File: src/rtl/calc_pkg.sv
// Shared types for the calculator sequencer: FSM states, numpad key codes and key decode.
package calc_pkg;

    typedef enum logic [2:0] {
        IDLE         = 3'd0,
        EXEC         = 3'd1,
        MUL_RUN      = 3'd2,
        MUL_DONE     = 3'd3,
        WAIT_RELEASE = 3'd4
    } state_e;

    typedef enum logic [2:0] {
        OP_DIGIT = 3'd0,
        OP_ENTER = 3'd1,
        OP_ADD   = 3'd2,
        OP_SUB   = 3'd3,
        OP_MUL   = 3'd4,
        OP_CLEAR = 3'd5,
        OP_DROP  = 3'd6,
        OP_NONE  = 3'd7
    } op_e;

    localparam logic [4:0] KEY_1 = 5'b10000;
    localparam logic [4:0] KEY_4 = 5'b10001;
    localparam logic [4:0] KEY_7 = 5'b10010;
    localparam logic [4:0] KEY_0 = 5'b10011;
    localparam logic [4:0] KEY_2 = 5'b10100;
    localparam logic [4:0] KEY_5 = 5'b10101;
    localparam logic [4:0] KEY_8 = 5'b10110;
    localparam logic [4:0] KEY_F = 5'b10111;
    localparam logic [4:0] KEY_3 = 5'b11000;
    localparam logic [4:0] KEY_6 = 5'b11001;
    localparam logic [4:0] KEY_9 = 5'b11010;
    localparam logic [4:0] KEY_E = 5'b11011;
    localparam logic [4:0] KEY_A = 5'b11100;
    localparam logic [4:0] KEY_B = 5'b11101;
    localparam logic [4:0] KEY_C = 5'b11110;
    localparam logic [4:0] KEY_D = 5'b11111;

    function automatic op_e key_op(input logic [4:0] code);
        op_e op;
        case (code)
            KEY_A:   op = OP_ENTER;
            KEY_B:   op = OP_ADD;
            KEY_C:   op = OP_SUB;
            KEY_D:   op = OP_MUL;
            KEY_E:   op = OP_CLEAR;
            KEY_F:   op = OP_DROP;
            KEY_0, KEY_1, KEY_2, KEY_3, KEY_4,
            KEY_5, KEY_6, KEY_7, KEY_8, KEY_9: op = OP_DIGIT;
            default: op = OP_NONE;
        endcase
        return op;
    endfunction

    function automatic logic [3:0] key_digit(input logic [4:0] code);
        logic [3:0] d;
        case (code)
            KEY_1:   d = 4'd1;
            KEY_2:   d = 4'd2;
            KEY_3:   d = 4'd3;
            KEY_4:   d = 4'd4;
            KEY_5:   d = 4'd5;
            KEY_6:   d = 4'd6;
            KEY_7:   d = 4'd7;
            KEY_8:   d = 4'd8;
            KEY_9:   d = 4'd9;
            default: d = 4'd0;
        endcase
        return d;
    endfunction

endpackage

File: src/rtl/calc_mul_iter.sv
// Iterative shift-add multiplier: one partial product per cycle, WIDTH cycles per start.
// o_done is high during the final iteration cycle; o_product is valid the cycle after.
module calc_mul_iter #(
    parameter int WIDTH = 32
) (
    input  logic             i_clk,
    input  logic             i_rst_n,
    input  logic             i_start,
    input  logic [WIDTH-1:0] i_a,
    input  logic [WIDTH-1:0] i_b,
    output logic             o_done,
    output logic [WIDTH-1:0] o_product
);

    localparam int CNT_W = $clog2(WIDTH + 1);

    logic [WIDTH-1:0] r_a;
    logic [WIDTH-1:0] r_b;
    logic [WIDTH-1:0] r_acc;
    logic [CNT_W-1:0] r_cnt;
    logic             r_run;

    // Load operands on start, then accumulate one shifted multiplicand per cycle.
    always_ff @(posedge i_clk) begin
        if (!i_rst_n) begin
            r_a   <= {WIDTH{1'b0}};
            r_b   <= {WIDTH{1'b0}};
            r_acc <= {WIDTH{1'b0}};
            r_cnt <= {CNT_W{1'b0}};
            r_run <= 1'b0;
        end else if (i_start) begin
            r_a   <= i_a;
            r_b   <= i_b;
            r_acc <= {WIDTH{1'b0}};
            r_cnt <= CNT_W'(WIDTH);
            r_run <= 1'b1;
        end else if (r_run) begin
            if (r_b[0]) begin
                r_acc <= r_acc + r_a;
            end
            r_a   <= r_a << 1'b1;
            r_b   <= r_b >> 1'b1;
            r_cnt <= r_cnt - CNT_W'(1);
            if (r_cnt == CNT_W'(1)) begin
                r_run <= 1'b0;
            end
        end
    end

    assign o_done    = r_run && (r_cnt == CNT_W'(1));
    assign o_product = r_acc;

endmodule

File: src/rtl/calc_sequencer.sv
// calc_sequencer: numpad-driven RPN calculator sequencer issuing single-cycle stack strobes.
// Key D multiplies only when CALC_SEQ_MUL_EN is defined; otherwise it flags an error.
module calc_sequencer
    import calc_pkg::*;
#(
    parameter int WIDTH   = 32,
    parameter int COUNT_W = 6
) (
    input  logic               clock,
    input  logic               reset_n,
    input  logic [4:0]         key,
    input  logic [WIDTH-1:0]   top,
    input  logic [WIDTH-1:0]   next,
    input  logic [COUNT_W-1:0] count,
    input  logic               stack_error,
    output logic               push,
    output logic               pop,
    output logic               write,
    output logic [WIDTH-1:0]   value,
    output logic               busy,
    output logic               error
);

    state_e             r_state;
    state_e             w_state_nxt;
    logic [4:0]         r_key;
    logic [WIDTH-1:0]   r_top;
    logic [WIDTH-1:0]   r_next;
    logic [COUNT_W-1:0] r_count;
    logic               r_push;
    logic               r_pop;
    logic               r_write;
    logic [WIDTH-1:0]   r_value;
    logic               r_busy;
    logic               r_error;

    logic               w_push;
    logic               w_pop;
    logic               w_write;
    logic [WIDTH-1:0]   w_value;
    logic               w_set_err;
    logic               w_clr_err;
    op_e                w_op;
    logic [3:0]         w_digit;
    logic               w_count_zero;
    logic               w_count_lt2;

    assign w_op         = key_op(r_key);
    assign w_digit      = key_digit(r_key);
    assign w_count_zero = (r_count == {COUNT_W{1'b0}});
    assign w_count_lt2  = (r_count < COUNT_W'(2));

`ifdef CALC_SEQ_MUL_EN
    logic             w_mul_start;
    logic             w_mul_done;
    logic [WIDTH-1:0] w_mul_product;

    calc_mul_iter #(
        .WIDTH (WIDTH)
    ) u_mul (
        .i_clk     (clock),
        .i_rst_n   (reset_n),
        .i_start   (w_mul_start),
        .i_a       (r_next),
        .i_b       (r_top),
        .o_done    (w_mul_done),
        .o_product (w_mul_product)
    );
`endif

    // Next-state and strobe decode; strobes are registered so they appear the cycle after EXEC.
    always_comb begin
        w_state_nxt = r_state;
        w_push      = 1'b0;
        w_pop       = 1'b0;
        w_write     = 1'b0;
        w_value     = r_value;
        w_set_err   = 1'b0;
        w_clr_err   = 1'b0;
`ifdef CALC_SEQ_MUL_EN
        w_mul_start = 1'b0;
`endif
        case (r_state)
            IDLE: begin
                if (key[4]) begin
                    w_state_nxt = EXEC;
                end else begin
                    w_state_nxt = IDLE;
                end
            end
            EXEC: begin
                w_state_nxt = WAIT_RELEASE;
                case (w_op)
                    OP_DIGIT: begin
                        if (w_count_zero) begin
                            w_push  = 1'b1;
                            w_value = {{(WIDTH-4){1'b0}}, w_digit};
                        end else begin
                            w_write = 1'b1;
                            w_value = (r_top << 3'd3) + (r_top << 3'd1) + {{(WIDTH-4){1'b0}}, w_digit};
                        end
                    end
                    OP_ENTER: w_push = 1'b1;
                    OP_ADD, OP_SUB: begin
                        if (w_count_lt2) begin
                            w_set_err = 1'b1;
                        end else begin
                            w_pop   = 1'b1;
                            w_write = 1'b1;
                            w_value = (w_op == OP_ADD) ? (r_next + r_top) : (r_next - r_top);
                        end
                    end
                    OP_MUL: begin
`ifdef CALC_SEQ_MUL_EN
                        if (w_count_lt2) begin
                            w_set_err = 1'b1;
                        end else begin
                            w_mul_start = 1'b1;
                            w_state_nxt = MUL_RUN;
                        end
`else
                        w_set_err = 1'b1;
`endif
                    end
                    OP_CLEAR: begin
                        w_write   = 1'b1;
                        w_value   = {WIDTH{1'b0}};
                        w_clr_err = 1'b1;
                    end
                    OP_DROP: begin
                        if (w_count_zero) begin
                            w_set_err = 1'b1;
                        end else begin
                            w_pop = 1'b1;
                        end
                    end
                    default: w_set_err = 1'b1;
                endcase
            end
`ifdef CALC_SEQ_MUL_EN
            MUL_RUN: begin
                if (w_mul_done) begin
                    w_state_nxt = MUL_DONE;
                end else begin
                    w_state_nxt = MUL_RUN;
                end
            end
            MUL_DONE: begin
                w_pop       = 1'b1;
                w_write     = 1'b1;
                w_value     = w_mul_product;
                w_state_nxt = WAIT_RELEASE;
            end
`endif
            WAIT_RELEASE: begin
                if (!key[4]) begin
                    w_state_nxt = IDLE;
                end else begin
                    w_state_nxt = WAIT_RELEASE;
                end
            end
            default: w_state_nxt = IDLE;
        endcase
    end

    // State, operand capture and registered outputs; error set has priority over clear.
    always_ff @(posedge clock) begin
        if (!reset_n) begin
            r_state <= IDLE;
            r_key   <= 5'b00000;
            r_top   <= {WIDTH{1'b0}};
            r_next  <= {WIDTH{1'b0}};
            r_count <= {COUNT_W{1'b0}};
            r_push  <= 1'b0;
            r_pop   <= 1'b0;
            r_write <= 1'b0;
            r_value <= {WIDTH{1'b0}};
            r_busy  <= 1'b0;
            r_error <= 1'b0;
        end else begin
            r_state <= w_state_nxt;
            if ((r_state == IDLE) && key[4]) begin
                r_key   <= key;
                r_top   <= top;
                r_next  <= next;
                r_count <= count;
            end
            r_push  <= w_push;
            r_pop   <= w_pop;
            r_write <= w_write;
            r_value <= w_value;
            r_busy  <= (w_state_nxt == EXEC) || (w_state_nxt == MUL_RUN) || (w_state_nxt == MUL_DONE);
            if (stack_error || w_set_err) begin
                r_error <= 1'b1;
            end else if (w_clr_err) begin
                r_error <= 1'b0;
            end
        end
    end

    assign push  = r_push;
    assign pop   = r_pop;
    assign write = r_write;
    assign value = r_value;
    assign busy  = r_busy;
    assign error = r_error;

endmodule

File: config.mk
export PLATFORM = sky130hd
export DESIGN_NAME = calc_sequencer
export DESIGN_NICKNAME = d
export VERILOG_FILES = /design/src/rtl/calc_pkg.sv /design/src/rtl/calc_mul_iter.sv /design/src/rtl/calc_sequencer.sv
export SDC_FILE = /design/constraint.sdc
export NUM_CORES = 1
export LEC_CHECK = 0
export CAP_MARGIN = 25
export CORE_MARGIN = 10
export CORE_UTILIZATION = 35
export CTS_BUF_LIST = sky130_fd_sc_hd__clkbuf_2
export DETAILED_ROUTE_END_ITERATION = 10
export HOLD_SLACK_MARGIN = 0.02
export SYNTH_ARGS = -nofsm -noshare
export SYNTH_HDL_FRONTEND = slang
export SYNTH_SLANG_ARGS = --single-unit
File: constraint.sdc
create_clock -name clock -period 9.4 [get_ports clock]
set_input_delay 1.88 -clock clock [delete_from_list [all_inputs] [get_ports clock]]
set_output_delay 1.88 -clock clock [all_outputs]
set_load 0.03 [all_outputs]
# Yosys cells after proc, flatten, opt, wreduce, memory -nomap -nowiden
# Memory sizes are Yosys's and may differ from the RTL's. A register that Yosys moved wholly into a read port is not among the register bits.
# Cells that the tools add are included.
# classes
addsub,4
multipliers,0
n_div,0
magnitude_cmp,1
n_eq_ne,11
shift,0
n_mux,24
bitwise,0
n_reduce_logical,13
# ops
op,count
$mux 32,3
$pmux 32 s3,1
$add 32x32->32,2
$add 32x4->32,1
$sub 32x32->32,1
$mux 5,4
$eq 3x2->1 const B,4
$mux 1,10
$eq 3x1->1 const B,3
$eq 3x3->1 const B,3
$pmux 3 s3,1
$logic_not 3->1,2
$logic_not 6->1,1
$lt 6x2->1 const B,1
$pmux 1 s3,2
$pmux 1 s2,2
$logic_or 1x1->1,3
$mux 3,1
$reduce_and 3->1,1
$reduce_bool 3->1,1
$reduce_or 3->1,1
$ne 2x2->1 const B,1
$reduce_and 2->1,1
$reduce_bool 2->1,1
other kinds (2),2
# word_totals
ff_bits,115
latchBits,0
mem_bits_rw,0
rom_bits,224
input_bits,78
word_cells,66
n_memories,2
# mem_list
memory,depth,width,rd,rd_clocked_by_memory_dff,wr,line_no,text
(no name shown),32,4,1,1,0,calc_pkg.sv:58,case (code)
(no name shown),32,3,1,1,0,calc_pkg.sv:42,case (code)

# Depth between registers and ports, before layout
# Gate-level depths: netlist (run 1).
# logic_depth
depth_word,6
ltp_mapped,19
depth_no_buf,19

# Least setup slack after synthesis (run 1)
# No wires, ideal clock.
# synth_path
path_kind,input to register
start,input port key[4]
end,"register, netlist name w_op[1]"
setup_time_ns,0.076
arrival_ns,3.749
required_time_ns,9.324
slack_ns,5.575
cell_stages,8
n_path_buf,1
path_cell_list,nor3b_1 -> clkbuf_1 -> mux2i_1 -> nor2b_1 -> ha_1 -> nor3b_1 -> a21oi_1 -> o21ai_0
# synth_between
elab_chain_len,3
# synth_rtl
element,line_no,text
"start, declared",calc_sequencer.sv:11,"input logic [4:0] key,"
$logic_and 1x1->1,calc_sequencer.sv:182,if ((r_state == IDLE) && key[4]) begin
$mux 5 (no source line) * (2 in series),n/a,
# Mark *: on every way between the ends. The rest lies on a longest branch, timed or not.
# A chain may end at the register's enable or synchronous reset.

# Worst setup path in the final report (run 1)
# layout_path
start,register r_top[6]
end,"register r_value[31], in the netlist value[31]"
# layout_between
elab_chain_len,4
word_cells_on_any_way,8
classes_between,4 x add/sub; 4 x mux
# layout_rtl
element,line_no,text
"start, declared",calc_sequencer.sv:27,logic [WIDTH-1:0] r_top;
"start signal, assigned",calc_sequencer.sv:171,r_top <= {WIDTH{1'b0}};
"start signal, assigned",calc_sequencer.sv:184,r_top <= top;
$add 32x32->32 (tied with other cells),calc_sequencer.sv:100,"w_value = (r_top << 3'd3) + (r_top << 3'd1) + {{(WIDTH-4){1'b0}}, w_digit};"
$add 32x4->32 or $mux 32 (tied branches),"calc_sequencer.sv:100, calc_sequencer.sv:110",
"$mux 32, on equally long branches","calc_sequencer.sv:95, calc_sequencer.sv:105",
$pmux 32 s3 *,calc_sequencer.sv:93,case (w_op)
"end signal, assigned",calc_sequencer.sv:177,r_value <= {WIDTH{1'b0}};
"end signal, assigned",calc_sequencer.sv:191,r_value <= w_value;
"end, declared",calc_sequencer.sv:33,logic [WIDTH-1:0] r_value;
# Mark *: on every way between the ends. The rest lies on a longest branch, timed or not. The select of a mux whose other input is x is not followed.

==> results of run 1 <==
[stage by stage]
step	cells	utilization	hold slack, ps	instance area [µm²]
after floorplan	1119	-	438	9050
after global placement	1518	0.412	450	10400
after detailed placement	1518	0.412	463	10400
after CTS	1550	0.422	488	10700
after global routing	1551	0.422	512	10700
final	1551	0.422	486	10700
[final cells by class]
cell class	count	area, µm²
repair buffers	120	1180
well taps	330	413
clock inverters	15	165
flip-flops and latches	121	2420
fillers	2597	14600
diodes	1	2.50
multi-input cells	922	6320
inverters	25	93.8
clock buffers	17	85.1
[registers in the layout (all words and copies together), names as in the netlist, 2 cells and up]
name / flops
r_top: 32
value: 32
w_op: 3
r_next: 32
r_key: 5
r_state: 2
r_count: 6
w_digit: 4
[path summary, 6_finish.rpt]
check / from / end / slack (ps)
worst min register to register: r_count[4]$_SDFFE_PN0P_ / r_count[4]$_SDFFE_PN0P_ / 490
worst max-delay path: r_top[6]$_SDFFE_PN0P_ / value[31]$_SDFFE_PN0P_ / 4800
worst min-delay path: r_count[4]$_SDFFE_PN0P_ / r_count[4]$_SDFFE_PN0P_ / 490
worst max register to register: r_top[6]$_SDFFE_PN0P_ / value[31]$_SDFFE_PN0P_ / 4800
[critical path: stages, from the launching register on]
cell and delay, ps:
dfxtp_1 450, nor4_1 640, nand3b_1 260, nor2b_1 410, nand2_1 220, nor2_1 220, a21oi_1 110, xor2_1 200
ha_1 370, nand2_1 100, nand2_1 70, a21oi_1 260, o221ai_1 150, a21oi_1 280, o31ai_4 120, xnor2_1 140
a221oi_1 390, nor2_1 80
[per-layer routing]
metal | vias to the layer above | GRT usage | routed length, µm
li1 | 4204 | - | -
met4 | 0 | 0.0453 | 459
met2 | 255 | 0.262 | 12400
met3 | 34 | 0.0298 | 1490
met5 | - | 0 | 0
met1 | 3858 | 0.210 | 12600
[logic make-up (layout without fill, tap and decap cells)]
family                     after synthesis  in the layout  synth area share
adders and majority gates              103            103             0.145
muxes                                    8              8           0.00884
DFF                                    121            121             0.268
buffers and inverters                   76            177            0.0351
AOI/OAI and AO/OA                      356            356             0.276
xor gates and xnor gates                88             88            0.0851
and+or+nand+nor                        367            367             0.183
other                                    0              1                 0
[where the power goes]
| group | switching, mW | internal, mW | leakage, nW | total, mW |
|---|---|---|---|---|
| clock | 0.236 | 0.129 | 0.148 | 0.365 |
| sequential | 0.0354 | 0.545 | 0.991 | 0.580 |
| combinational | 0.370 | 0.261 | 3.41 | 0.632 |
[cells in the final DEF (no fill, tap or decap), types with 7 or more instances in the layout]
| master | synthesis | final |
|---|---|---|
| o211ai_1 | 9 | 9 |
| mux2i_1 | 8 | 8 |
| inv_1 | 25 | 25 |
| a21boi_0 | 75 | 75 |
| nand2_1 | 207 | 207 |
| o21ai_0 | 56 | 56 |
| clkdlybuf4s50_1 | 0 | 113 |
| a211oi_1 | 9 | 9 |
| xnor2_1 | 47 | 47 |
| nand2b_1 | 8 | 8 |
| ha_1 | 100 | 100 |
| nor2b_1 | 15 | 15 |
| a21oi_1 | 79 | 79 |
| a21o_1 | 22 | 22 |
| a221oi_1 | 18 | 18 |
| a31oi_1 | 14 | 14 |
| nand3_1 | 11 | 11 |
| and3_1 | 9 | 9 |
| clkbuf_2 | 0 | 17 |
| o21a_1 | 8 | 8 |
| nand4_1 | 7 | 7 |
| nor2_1 | 61 | 60 |
| nor3_1 | 12 | 12 |
| dfxtp_1 | 121 | 121 |
| xor2_1 | 41 | 41 |
| o31ai_1 | 7 | 7 |
==> impl_results.md, run 1 <==
* Outcome: complete, no violations
* CTS H-tree lvls at 4
* Post-synth top area share at 0.268
* Post-CTS Setup Repair Bufs at 0
* Area leader, netlist: dfxtp_1
* Die area at 32700 µm²
* Maximum fanout along the worst path at 8
* Area growth syn-to-layout at 18.0%
* TritonCTS clock tree: done
* VDD IR max at 0.0618 mV
* First-pass GRT wire length at 43.6 mm
* Hold depth at 2
* # nets final at 1388
* WL final at 26.9 mm
* EDFF count, synth at 0
* Clock Tree Buf Depth at 2
* PwrDens at 148 nW/µm²
* Clock-pin slew on the worst setup and hold paths at 230 ps
* # DRC at 0
* RSZ-0062 raised after global routing: no
* Slew HR at 0.294
* Yosys synthesis warning count at 0
* Clock skew at 36.9 ps
* Fin. Hold Viols at 0
* Initial antenna violation count at 1
* Post-synthesis average cell area at 8.09 µm²
* GP Congestion at 0.917
* Maxcap violations at 0
* Unique masters post-synth at 74
* Core ar. at 25300 µm²
* Starting Density at 0.358
* Syn Inst Count at 1119
* Setup TNS at 0 ps
* Via/cell ratio at 5.38
* TritonRoute pass-1 iters at 5
* Post-cts hold buffer count at 0
* Dpl hpwl at 20.2 mm
* Worst Path Arrival at 5230 ps
* LEAKAGE at 4.55 nW
* Kind of critical path: reg2reg
* Post-synth top flop: dfxtp_1
* Synth area leaders: dfxtp_1 27%, ha_1 14%, nand2_1 8.6%
* Vias in the first global route at 8191
* Gr usage total at 0.160
* Total Power at 1.58 mW
* Setup crit end kind: register
* Die H at 181 µm
* Fmax achieved at 0.217 GHz
* Root buf cell: clkbuf_2
* #FFs+latches synth at 121
* Pre-CTS setup slack at 4870 ps
* Rows at 58
* Largest net degree at the start of global routing at 78
* Post_cts resized at 0
* Period utilisation layout at 0.489
* Worst Path Required at 10030 ps
* I/O pin count at 115
* # setup viols final at 0
* DR iter-0 viols at 595
* Count leader, synth: nand2_1
* Syn Nets at 1300
* Clock Latency Late Sink at 750 ps
* Startpoint Class: register
* Layout cells sized above 1 at 0.0459
* Antenna Nets Post-Route at 0
* CTS Buf Count at 17
* Crit path time final at 4600 ps
* Final Max Slew Viols at 0
* Reg2reg path depth at 17
* Setup ws final at 4800 ps
* Total gr overflow at 0
* Die W at 181 µm
* Synth top cells by count: 207 x nand2_1, 121 x dfxtp_1, 100 x ha_1, 79 x a21oi_1, 75 x a21boi_0
* Clock Sinks at 121
* Buffers on Ports at 114
* Sequential fraction of the synthesis area at 0.268
* Async SR Flop Fraction at 0
* Hold WC Path Type: reg2reg
* Slew at the pin closest to its max-slew limit at 1060 ps
* Synthesized area at 9050 µm²
* Vias at 8351
* DR WL/cell at 17.4 µm
Power figures use the tool's default switching activity.
==> inputs of run 2 (changes only) <==
- clock period: 9.4 -> 3.9 ns (I/O delays scaled with it)
==> run 2 against run 1 <==
Against the previous run:
- power rose by 140%
- sequential power rose by 140%
- sequential share of layout area fell by 0.84 points
- utilization rose by 1.7 points
- largest cell class unchanged
==> impl_results.md, run 2 (synthesis gave the netlist of run 1 again) <==
* Outcome: complete, no violations
* Largest net degree at the start of global routing at 71 (-9.0%)
* WL final at 27.6 mm (+2.2%)
* TritonCTS clock tree: done
* Hold Crit Start: reset_n
* Post-cts hold buffer count at 0 (unchanged)
* Most frequent cells in the layout: 206 x nand2_1, 117 x dfxtp_1, 113 x clkdlybuf4s50_1
* LEAKAGE at 4.81 nW (+5.7%)
* R2r endpoint: value[28]$_SDFFE_PN0P_
* # setup viols final at 0 (unchanged)
* Root buf cell: clkbuf_2
* Rows at 58 (unchanged)
* Maximum fanout along the worst path at 4 (-4)
* Vias at 8492 (+1.7%)
* Initial antenna violation count at 1 (unchanged)
* Period utilisation layout at 0.960 (+0.471)
* Clock skew at 61.5 ps (+24.6 ps)
* Setup TNS at 0 ps (unchanged)
* Total Power at 3.75 mW (+140%)
* R2R Setup Slk at 150 ps (-4650 ps)
* Worst Path Required at 4560 ps (-5470 ps)
* Clock-pin slew on the worst setup and hold paths at 240 ps (about the same)
* CTS H-tree lvls at 4 (unchanged)
* Die H at 181 µm (unchanged)
* VDD IR max at 0.141 mV (+130%)
* Startpoint Class: register
* Kind of critical path: reg2reg
* GP Congestion at 0.893 (-2.7%)
* DR iter-0 viols at 476 (-20%)
* Buffers on Ports at 114 (unchanged)
* Layout cells sized above 1 at 0.0999 (+0.0540)
* Clock Latency Late Sink at 730 ps (-20 ps)
* Die W at 181 µm (unchanged)
* # DRC at 0 (unchanged)
* Fin. Hold Viols at 0 (unchanged)
* Clock Sinks at 121 (unchanged)
* Fmax achieved at 0.267 GHz (+23%)
* RR Startpoint: r_top[11]$_SDFFE_PN0P_
* Reg2reg path depth at 15 (-2)
* Placed Area at 10800 µm² (+3.5%)
* Dpl hpwl at 21.1 mm (+4.1%)
* Slew HR at 0.404 (+0.110)
* TritonRoute pass-1 iters at 5 (unchanged)
* Crit path time final at 3750 ps (-853 ps)
* Via/cell ratio at 5.30 (-1.5%)
* Hold WC Path Type: in2reg
* Core ar. at 25300 µm² (unchanged)
* Clock Tree Buf Depth at 2 (unchanged)
* Die area at 32700 µm² (unchanged)
* Final Max Slew Viols at 0 (unchanged)
* Starting Density at 0.358 (unchanged)
* Most common cell after layout, fill and taps aside: nand2_1
* Hold depth at 2 (unchanged)
* Antenna Nets Post-Route at 0 (unchanged)
* CTS Buf Count at 17 (unchanged)
* Vias in the first global route at 8436 (+3.0%)
* # nets final at 1440 (+3.7%)
* WHS Endpoint: w_digit[1]$_SDFF_PN0_
* DR WL/cell at 17.2 µm (-1.0%)
* Gr usage total at 0.163 (+0.00254)
* Total gr overflow at 0 (unchanged)
* PwrDens at 338 nW/µm² (+130%)
* Maxcap violations at 0 (unchanged)
* First-pass GRT wire length at 44.2 mm (+1.3%)
* Fill cells at 2582 (-0.58%)
* Worst Path Arrival at 4400 ps (-830 ps)
* I/O pin count at 115 (unchanged)
* Final Instance Area at 11100 µm² (+4.1%)
* Slew at the pin closest to its max-slew limit at 894 ps (-164 ps)
* Area growth syn-to-layout at 22.8%
* Setup crit end kind: register
-- run 2: timing repair --
action / in CTS / in global routing
setup buffers: 0 / 1
resized for setup: 2 / 23
hold endpoints to repair: 0 / 0
setup endpoints to repair: 1 / 14
pin swaps: 0 / 8
-- run 2: layer usage --
layer  track usage  vias to the layer above  part of all wire
li1              -                     4307                 -
met1         0.214                     3989              0.47
met2         0.269                      182              0.47
met3        0.0358                       14             0.045
met4        0.0305                        0            0.0090
met5             0                        -                 0
-- run 2: cell type report --
| cell class | instances | area (µm²) | share of cell area |
|---|---|---|---|
| Inverter | 25 | 93.8 | 0.00844 |
| Multi-Input combinational cell | 922 | 6410 | 0.576 |
| Antenna cell | 1 | 2.50 | 0.000225 |
| Clock buffer | 18 | 90.1 | 0.00810 |
| Timing Repair Buffer | 172 | 1590 | 0.143 |
| Clock inverter | 13 | 95.1 | 0.00855 |
| Sequential cell | 121 | 2430 | 0.218 |
| Tap cell | 330 | 413 | 0.0371 |
-- run 2: worst max-delay path, cell delays in order, from the launching register on --
cell and delay, ps:
dfxtp_1 350, or3_1 420, nor3_1 220, and4bb_1 290, a21oi_1 100, xor2_1 160
ha_1 330, a21oi_2 210, o211ai_1 120, a31oi_1 190, nor2b_1 90, o31ai_2 300
a31oi_1 150, or4_1 480, a32oi_1 210, a21oi_1 90
-- run 2: through the flow --
step | hold WS [ps] | setup WS (ps) | utilization | cells
after floorplan | 438 | 169 | - | 1119
after global placement | 449 | 73.4 | 0.426 | 1567
after detailed placement | 454 | 34.1 | 0.426 | 1567
after CTS | 258 | 33.2 | 0.434 | 1598
after global routing | 254 | -32.4 | 0.439 | 1602
final | 344 | 155 | 0.439 | 1602
-- run 2: worst max path at each step --
| stage | start | endpoint | slack (ps) |
|---|---|---|---|
| 6_report | r_top[11]$_SDFFE_PN0P_ | value[28]$_SDFFE_PN0P_ | 150 |
| 5_1_grt | r_top[5]$_SDFFE_PN0P_ | value[29]$_SDFFE_PN0P_ | -30 |
| 4_1_cts | r_top[0]$_SDFFE_PN0P_ | value[31]$_SDFFE_PN0P_ | 30 |
| 3_5_place_dp | r_top[2]$_SDFFE_PN0P_ | value[28]$_SDFFE_PN0P_ | 30 |
| 3_3_place_gp | r_top[2]$_SDFFE_PN0P_ | value[28]$_SDFFE_PN0P_ | 70 |
| 2_1_floorplan | w_op[1]$_SDFF_PN1_ | value[28]$_SDFFE_PN0P_ | 170 |
-- run 2: power by group --
part,internal [mW],switching [mW],total (mW)
Clock,0.169,0.545,0.714
Combinational,0.726,0.934,1.66
Sequential,1.31,0.0674,1.38
